## src/rtl/eu_exp2_pkg.sv

```systemverilog
// Shared constants for the exponent unit: Q formats, segment count,
// saturation value and the secant coefficients of the 2^f table.
package eu_exp2_pkg;

    localparam int EU_WIDTH        = 32;
    localparam int EU_Q_IN         = 22;
    localparam int EU_Q_OUT        = 16;
    localparam int EU_NUM_SEGMENTS = 8;
    localparam int EU_SEG_W        = $clog2(EU_NUM_SEGMENTS);
    localparam int EU_LUT_PORTS    = 32;

    localparam logic [63:0] EU_SAT = 64'h7FFF_FFFF_FFFF_FFFF;

    // K_i = 8*(2^((i+1)/8) - 2^(i/8)), B_i = 2^(i/8) - K_i*i/8, Q10.22
    localparam logic [31:0] EU_K [EU_NUM_SEGMENTS] = '{
        32'h002E_5708, 32'h0032_88BA, 32'h0037_1B99, 32'h003C_1872,
        32'h0041_88DB, 32'h0047_774B, 32'h004D_EF28, 32'h0054_FCE4
    };

    localparam logic [31:0] EU_B [EU_NUM_SEGMENTS] = '{
        32'h0040_0000, 32'h003F_79CA, 32'h003E_5512, 32'h003C_7641,
        32'h0039_BE0C, 32'h0036_0906, 32'h0031_2F20, 32'h002B_031C
    };

    typedef struct packed {
        logic [EU_WIDTH-1:0] k;
        logic [EU_WIDTH-1:0] b;
    } coef_t;

    function automatic coef_t eu_coef(input logic [EU_SEG_W-1:0] i);
        coef_t c;
        c.k = EU_K[i];
        c.b = EU_B[i];
        return c;
    endfunction

endpackage

```

## src/rtl/pwl_exp2_lut.sv

```systemverilog
// Combinational multi-port coefficient table for 2^f, f in [0,1).
// Each port returns the secant slope K and intercept B of its segment.
module pwl_exp2_lut
    import eu_exp2_pkg::*;
#(
    parameter int NUM_PORTS = EU_LUT_PORTS
) (
    input  logic [NUM_PORTS*EU_SEG_W-1:0] seg_i,
    output logic [NUM_PORTS*EU_WIDTH-1:0] k_o,
    output logic [NUM_PORTS*EU_WIDTH-1:0] b_o
);

    for (genvar p = 0; p < NUM_PORTS; p++) begin : g_port
        coef_t c;
        assign c = eu_coef(seg_i[p*EU_SEG_W +: EU_SEG_W]);
        assign k_o[p*EU_WIDTH +: EU_WIDTH] = c.k;
        assign b_o[p*EU_WIDTH +: EU_WIDTH] = c.b;
    end

endmodule

```

## src/rtl/eu_exp2.sv

```systemverilog
// Two-stage pipelined 2^x: split + table lookup, then multiply-add
// and a saturating barrel shift into Q48.16.
module eu_exp2
    import eu_exp2_pkg::*;
#(
    parameter int WIDTH        = EU_WIDTH,
    parameter int Q_IN         = EU_Q_IN,
    parameter int Q_OUT        = EU_Q_OUT,
    parameter int NUM_SEGMENTS = EU_NUM_SEGMENTS
) (
    input  logic                            clk,
    input  logic                            rst,
    input  logic                            in_valid,
    input  logic [WIDTH-1:0]                s_x,
    output logic                            out_valid,
    output logic [$clog2(NUM_SEGMENTS)-1:0] segment_index,
    output logic [2*WIDTH-1:0]              exp_result
);

    localparam int SEG_W     = $clog2(NUM_SEGMENTS);
    localparam int IW        = WIDTH - Q_IN;
    localparam int RW        = 2 * WIDTH;
    localparam int SAT_SHIFT = RW - 1 - Q_IN;
    localparam logic [RW-1:0] SAT = RW'(EU_SAT);

    logic signed [IW-1:0] int_d;
    logic [Q_IN-1:0]      frac_d;
    logic [SEG_W-1:0]     seg_d;
    logic [WIDTH-1:0]     k_d;
    logic [WIDTH-1:0]     b_d;

    logic                 valid1_q;
    logic signed [IW-1:0] int_q;
    logic [Q_IN-1:0]      frac_q;
    logic [SEG_W-1:0]     seg1_q;
    logic [WIDTH-1:0]     k_q;
    logic [WIDTH-1:0]     b_q;

    logic                 valid2_q;
    logic [SEG_W-1:0]     seg2_q;
    logic [RW-1:0]        res_q;

    logic signed [RW-1:0] prod;
    logic signed [RW-1:0] mant;
    logic signed [31:0]   shift;
    logic [31:0]          rshift;
    logic [RW-1:0]        res_d;

    assign int_d  = s_x[WIDTH-1:Q_IN];
    assign frac_d = s_x[Q_IN-1:0];
    assign seg_d  = s_x[Q_IN-1 -: SEG_W];

    pwl_exp2_lut #(
        .NUM_PORTS(1)
    ) u_lut (
        .seg_i(seg_d),
        .k_o  (k_d),
        .b_o  (b_d)
    );

    always_comb begin
        prod   = RW'($signed(k_q)) * RW'($signed({1'b0, frac_q}));
        mant   = (prod >>> Q_IN) + RW'($signed(b_q));
        shift  = 32'(int_q) - 32'(Q_IN - Q_OUT);
        rshift = 32'(-shift);
        res_d  = '0;
        if (shift >= SAT_SHIFT) begin
            res_d = SAT;
        end else if (shift >= 0) begin
            // any bit landing on or above the sign bit saturates
            if ((mant >> (32'(RW - 1) - shift)) != '0) begin
                res_d = SAT;
            end else begin
                res_d = mant << shift;
            end
        end else if (rshift >= 32'(RW)) begin
            res_d = '0;
        end else begin
            res_d = mant >>> rshift;
        end
    end

    always_ff @(posedge clk or posedge rst) begin
        if (rst) begin
            valid1_q <= 1'b0;
            int_q    <= '0;
            frac_q   <= '0;
            seg1_q   <= '0;
            k_q      <= '0;
            b_q      <= '0;
            valid2_q <= 1'b0;
            seg2_q   <= '0;
            res_q    <= '0;
        end else begin
            valid1_q <= in_valid;
            int_q    <= int_d;
            frac_q   <= frac_d;
            seg1_q   <= seg_d;
            k_q      <= k_d;
            b_q      <= b_d;
            valid2_q <= valid1_q;
            seg2_q   <= seg1_q;
            res_q    <= res_d;
        end
    end

    assign out_valid     = valid2_q;
    assign segment_index = seg2_q;
    assign exp_result    = res_q;

endmodule

```

## config.mk

```make
export PLATFORM = sky130hd
export DESIGN_NAME = eu_exp2
export DESIGN_NICKNAME = d
export VERILOG_FILES = /design/src/rtl/eu_exp2_pkg.sv /design/src/rtl/pwl_exp2_lut.sv /design/src/rtl/eu_exp2.sv
export SDC_FILE = /design/constraint.sdc
export NUM_CORES = 2
export LEC_CHECK = 0
export ABC_AREA = 1
export CORE_MARGIN = 10
export CORE_UTILIZATION = 40
export DETAILED_ROUTE_END_ITERATION = 16
export GPL_TIMING_DRIVEN = 1
export PLACE_DENSITY = 0.63
export SYNTH_ARGS = -nofsm -noshare
export SYNTH_HDL_FRONTEND = slang
export SYNTH_HIERARCHICAL = 1
export SYNTH_SLANG_ARGS = --single-unit
```

## constraint.sdc

```tcl
create_clock -name clk -period 13.2 [get_ports clk]
set_clock_uncertainty 0.15 [all_clocks]
set_input_delay 3.3 -clock clk [delete_from_list [all_inputs] [get_ports clk]]
set_output_delay 3.3 -clock clk [all_outputs]
set_load 0.02 [all_outputs]
```

Word-level counts from Yosys, hierarchy flattened
Memory sizes are Yosys's and may differ from the RTL's. A register that Yosys moved wholly into a read port is not among the register bits.
Cells that the tools add are included.
- reduce and logical (&&, ||, !) cells: 1
- muxes and demuxes: 4
- add/sub/neg operators: 4
- $lt $le $gt $ge: 3
- bitwise operators: 1
- multipliers: 1
- shift-type cells: 3
- operators with widths (kind ; count):
    $mux W64 ; 4
    $reduce_bool A64 Y1 ; 1
    $shl A64 B32 Y64 ; 1
    $shr A64 B32 Y64 ; 1
    $sshr A34 B32 Y64 ; 1
    $mul A32 B23 Y55 ; 1
    $add A33 B32 Y34 ; 1
    $ge A32 B7 Y1 const B ; 1
    $neg A11 Y32 ; 1
    $sub A7 B11 Y12 const A ; 1
    $ge A11 B1 Y1 const B ; 1
    $ge A11 B7 Y1 const B ; 1
    $sub A10 B4 Y11 const B ; 1
    $not A3 Y4 ; 1
- ROM bits: 512
- output and inout bits: 68
- flip-flop bits (word level): 104
- logic and storage cells: 26
- memories kept: 2
- memories (name ; depth ; bits a word ; rd ports ; clocked after memory_dff ; write ports ; line ; RTL):
    (name not given) ; 8 ; 32 ; 1 ; 1 ; 0 ; eu_exp2_pkg.sv:32 ; c.k = EU_K[i];
    (name not given) ; 8 ; 32 ; 1 ; 1 ; 0 ; eu_exp2_pkg.sv:33 ; c.b = EU_B[i];

Longest topological paths before layout
- depth in word-level cells: 7
- gate-level depth with buffers: 60

Cells and area by module
Netlist, hierarchy kept.
- modules (own cells, without submodules) (module ; cells each ; area each (um^2) ; times used ; seq. area each (um^2)):
    eu_exp2 ; 5588 ; 39972.1 ; 1 ; 4129.0
    pwl_exp2_lut ; 99 ; 554.3 ; 1 ; 0.0

Least setup slack after synthesis
Ideal clock, no wire load.
- kind: register to register
- start point: register frac_q[8]
- end point: register res_q[56] (netlist: exp_result[56])
- data arrival time: 8.710 ns
- clock period less this slack: 8.990 ns
- cell stages (with the launch flop): 54
- setup slack: 4.210 ns
- library setup time: 0.130 ns
- path through: dfrtp_1 > clkbuf_1 > nand2_1 > inv_1 > fa_1 > inv_1 > fa_1 > inv_1 > fa_1 > inv_1 > fa_1 > inv_1 > fa_1 > fa_1 > inv_1 > fa_1 > inv_1 > ha_1 > [18 not listed] > a21oi_1 > nand3_1 > nand2_1 > nand3_1 > nand3_1 > nand3_1 > o21ai_0 > nor2_1 > nand3_1 > nand2_1 > nand2_1 > nor2_1 > nand3_2 > nand2_4 > buf_4 > nand3b_1 > nand2_1 > nand2_1
- longest elaborated chain between the ends: 7
- elaborated cells between the ends (all ways): 10
- classes of those cells: add/sub: 1; mul: 1; shift: 3; mux: 4; reduce/logical: 1
- RTL lines (what ; line ; RTL):
    start, declared ; eu_exp2.sv:34 ; logic [Q_IN-1:0] frac_q;
    start signal, assigned ; eu_exp2.sv:97 ; frac_q <= frac_d;
    $mul A32 B23 Y55 * ; eu_exp2.sv:62 ; prod = RW'($signed(k_q)) * RW'($signed({1'b0, frac_q}));
    $add A33 B32 Y34 * ; eu_exp2.sv:63 ; mant = (prod >>> Q_IN) + RW'($signed(b_q));
    $shr A64 B32 Y64 ; eu_exp2.sv:71 ; if ((mant >> (32'(RW - 1) - shift)) != '0) begin
    $reduce_bool A64 Y1 ; eu_exp2.sv:71 ;
    $mux W64 ; eu_exp2.sv:71 ;
    $mux W64 * ; eu_exp2.sv:69 ; end else if (shift >= 0) begin
    $mux W64 * ; eu_exp2.sv:67 ; if (shift >= SAT_SHIFT) begin
    named net res_d[56] ; eu_exp2.sv:47 ; logic [RW-1:0] res_d;
    end signal, assigned ; eu_exp2.sv:103 ; res_q <= res_d;
    end, declared ; eu_exp2.sv:41 ; logic [RW-1:0] res_q;
The timed path passes the listed nets; every way through them passes the cells marked *.

Worst setup path after layout
- start point: register frac_q[3]
- end point: register res_q[27] (netlist: exp_result[27])
Same word-level chain as after synthesis.

==> flow_summary.yaml <==
clock_tree:
  cts_num_sinks: 165
  htree_levels: 4
  cts_setup_buffers: 0
  cts_tree: "built"
  cts-resized-gates: 0
  cts.clk_slew.worst_paths_ns: 0.08
  cts-root-buf: "clkbuf_16"
  cts-hold-fix-buffers: 0
  cts.path.max_buffers: 2
  worstSkewPairLatency_ns: 0.52
  numCtsBuffers: 17
grt:
  grt_max_degree: 96
  overflow: 0
  grt_pass1_vias: 36700
  antenna_found_initial: 2
  grt_pass1_wl_um: 203300
  gr-usage-all-layers_pct: 22.16
final_layout:
  fin_util_pct: 43.03
  layout_commonest_cell: "nand2_1"
  multi_input_area_um2: 30210
  final_area_um2: 43160
  fillers: 10380
  layout_common_cells: "1651 x nand2_1, 1314 x inv_1, 719 x fa_1"
  drive_gt1_share_pct: 3.174
  seqCellArea_um2: 4141
  final_nets: 6548
  synthToLayoutAreaGrowth_pct: 6.490
  final_cells: 6966
sta:
  slew_violations: 0
  final.setup.tns_ns: 0
  setup_viol: 0
  hold_violations: 0
  tightest_slew_ns: 1.269
  period_needed_ns: 12.05
  slew_headroom_pct: 15.39
  rsz0062_at_grt: "no"
  period_share_pct: 91.30
  max_freq_mhz: 82.98
synth:
  syn_area_um2: 40530
  synth-edff-count: 0
  async_flop_share_pct: 100.0
  yosysUniqueCellTypes: 55
  avgSynthCellArea_um2: 7.126
  synth_mux_area_share_pct: 0.1729
  synth_top_family_by_area: "adder cells"
  synth_xor_area_share_pct: 1.510
  ys.flop_type: "dfrtp_1"
  ys_seq_area_share_pct: 10.19
  synth_seq_cells: 165
  synthSimpleGateAreaFrac_pct: 25.17
  synth_fa_ha_area_share_pct: 41.63
  synth_compound_area_share_pct: 5.841
  ys_warn_count: 6
  syn_inst: 5687
floorplan:
  core_um2: 100300
  start_util_pct: 40.41
  num_rows: 116
  ios: 103
  die-area_um2: 114400
  die_h_um: 338.3
  die_w_um: 338.3
min_path:
  hp-class: "reg2reg"
critical_path:
  r2r_slack_ns: 1.15
  critPathMostFrequentCell: "a21oi_1"
  worstSetupEndpointType: "flip-flop"
  arrival_ns: 12.28
  worstSetupPathType: "reg2reg"
  critPathMaxFanout: 64
  crit_path_max_incr_delay_ns: 0.88
  worstPathRequired_ns: 13.43
  worstSetupStartpointType: "flip-flop"
  cpMaxStageDelayCell: "dfrtp_1"
routing:
  drtIter0Drc: 3564
  antenna_left: 0
  firstDrtPassIters: 7
  wl_per_cell_um: 17.96
  vias: 35530
  viasPerCell: 5.101
  drt_wl_total_um: 125100
  drc_errors: 0
placement:
  place_area_um2: 42580
  io_buffers: 102
  hpwl_um: 97050
  dp.cells: 6934
  gp_congestion: 0.9307
status:
  status: "completed"
job:
  drv_cap: 0
[final cells by class]
cell class,instances,share of cell area [%]
antenna,1,0.005798
clock buffer,19,1.050
clock inverter,12,0.2783
inverter,1328,11.57
multi-input combinational,3913,70.00
sequential,165,9.596
tap,1357,3.934
timing repair buffer,171,3.566
[synthesized netlist by cell type (4+ instances only)]
cell,count,share of area (%)
nor4_1,9,0.14
nand4_1,16,0.25
inv_2,8,0.074
dfrtp_1,165,10
clkbuf_1,195,1.8
a22oi_1,8,0.15
nor2_2,4,0.062
nand3b_1,14,0.26
nor2_1,210,1.9
a21oi_1,162,2.0
or2_1,5,0.077
o21ai_0,166,2.1
or2_2,29,0.45
xnor2_1,24,0.52
fa_1,719,36
and3_1,4,0.062
buf_4,32,0.59
o21bai_1,9,0.17
o21a_1,7,0.13
xor2_1,44,0.95
and2_1,6,0.093
buf_2,27,0.33
o211ai_1,14,0.26
clkinv_1,5,0.046
nand2_1,1651,15
nand3_1,481,5.9
buf_1,42,0.39
ha_1,198,6.1
o21ai_1,31,0.38
a31oi_1,22,0.34
inv_1,1315,12
nor3_1,17,0.21
mux2i_1,7,0.17
nand2_2,10,0.15
[routing by layer]
metal / vias to the layer above / wire length, µm / part of all wire, % / track usage (%)
met5: - / 0 / 0 / 0
met4: 0 / 3687 / 2.9 / 7.108
met3: 218 / 9745 / 7.8 / 3.876
met2: 1409 / 58200 / 47 / 35.94
met1: 17320 / 53460 / 43 / 29.83
li1: 16590 / - / - / -
[registers in the layout, summed over array words and instances, names as in the netlist]
signal	count
valid1_q	1
k_q	32
frac_q	20
out_valid	1
b_q	32
exp_result	64
seg1_q	2
segment_index	3
int_q	10
[path summary, 6_finish.rpt]
| check | to | from | cells past startpoint |
|---|---|---|---|
| worst min register to register | out_valid | valid1_q | 0 |
| worst max-delay path | exp_result[27] | frac_q[3] | 46 |
| max in group asynchronous | int_q[0] | rst | 3 |
| worst max register to register | exp_result[27] | frac_q[3] | 46 |
| min in group asynchronous | exp_result[43] | rst | 2 |
| worst min-delay path | out_valid | valid1_q | 0 |
[through the flow]
| step | hold WS (ns) | worst slack [ns] |
|---|---|---|
| after global placement | 0.1817 | 1.275 |
| after global routing | 0.2119 | 0.5387 |
| after floorplan | 0.1812 | 4.210 |
| final | 0.2025 | 1.149 |
| after CTS | 0.2082 | 1.328 |
| after detailed placement | 0.1992 | 1.392 |
[cells by family after synthesis]
| group | Yosys count |
|---|---|
| AO/OA/AOI/OAI | 437 |
| XOR/XNOR | 69 |
| adder cells (fa/ha/maj) | 917 |
| buffers and inverters | 1626 |
| flip-flops | 165 |
| multiplexers | 7 |
| other | 1 |
| AND/OR/NAND/NOR | 2465 |
[worst max-delay path, delay by kind of cell (launching register included)]
family / cells / cell delay [ns]
xor+xnor: 1 / 0.18
flops: 1 / 0.88
fa+ha+maj: 9 / 4.20
compound gates: 13 / 2.80
buf+inv: 9 / 1.65
simple gates: 14 / 1.98
Power is not shown: default switching activity piles up to over one toggle a cycle in this logic, so the estimate is an artifact.
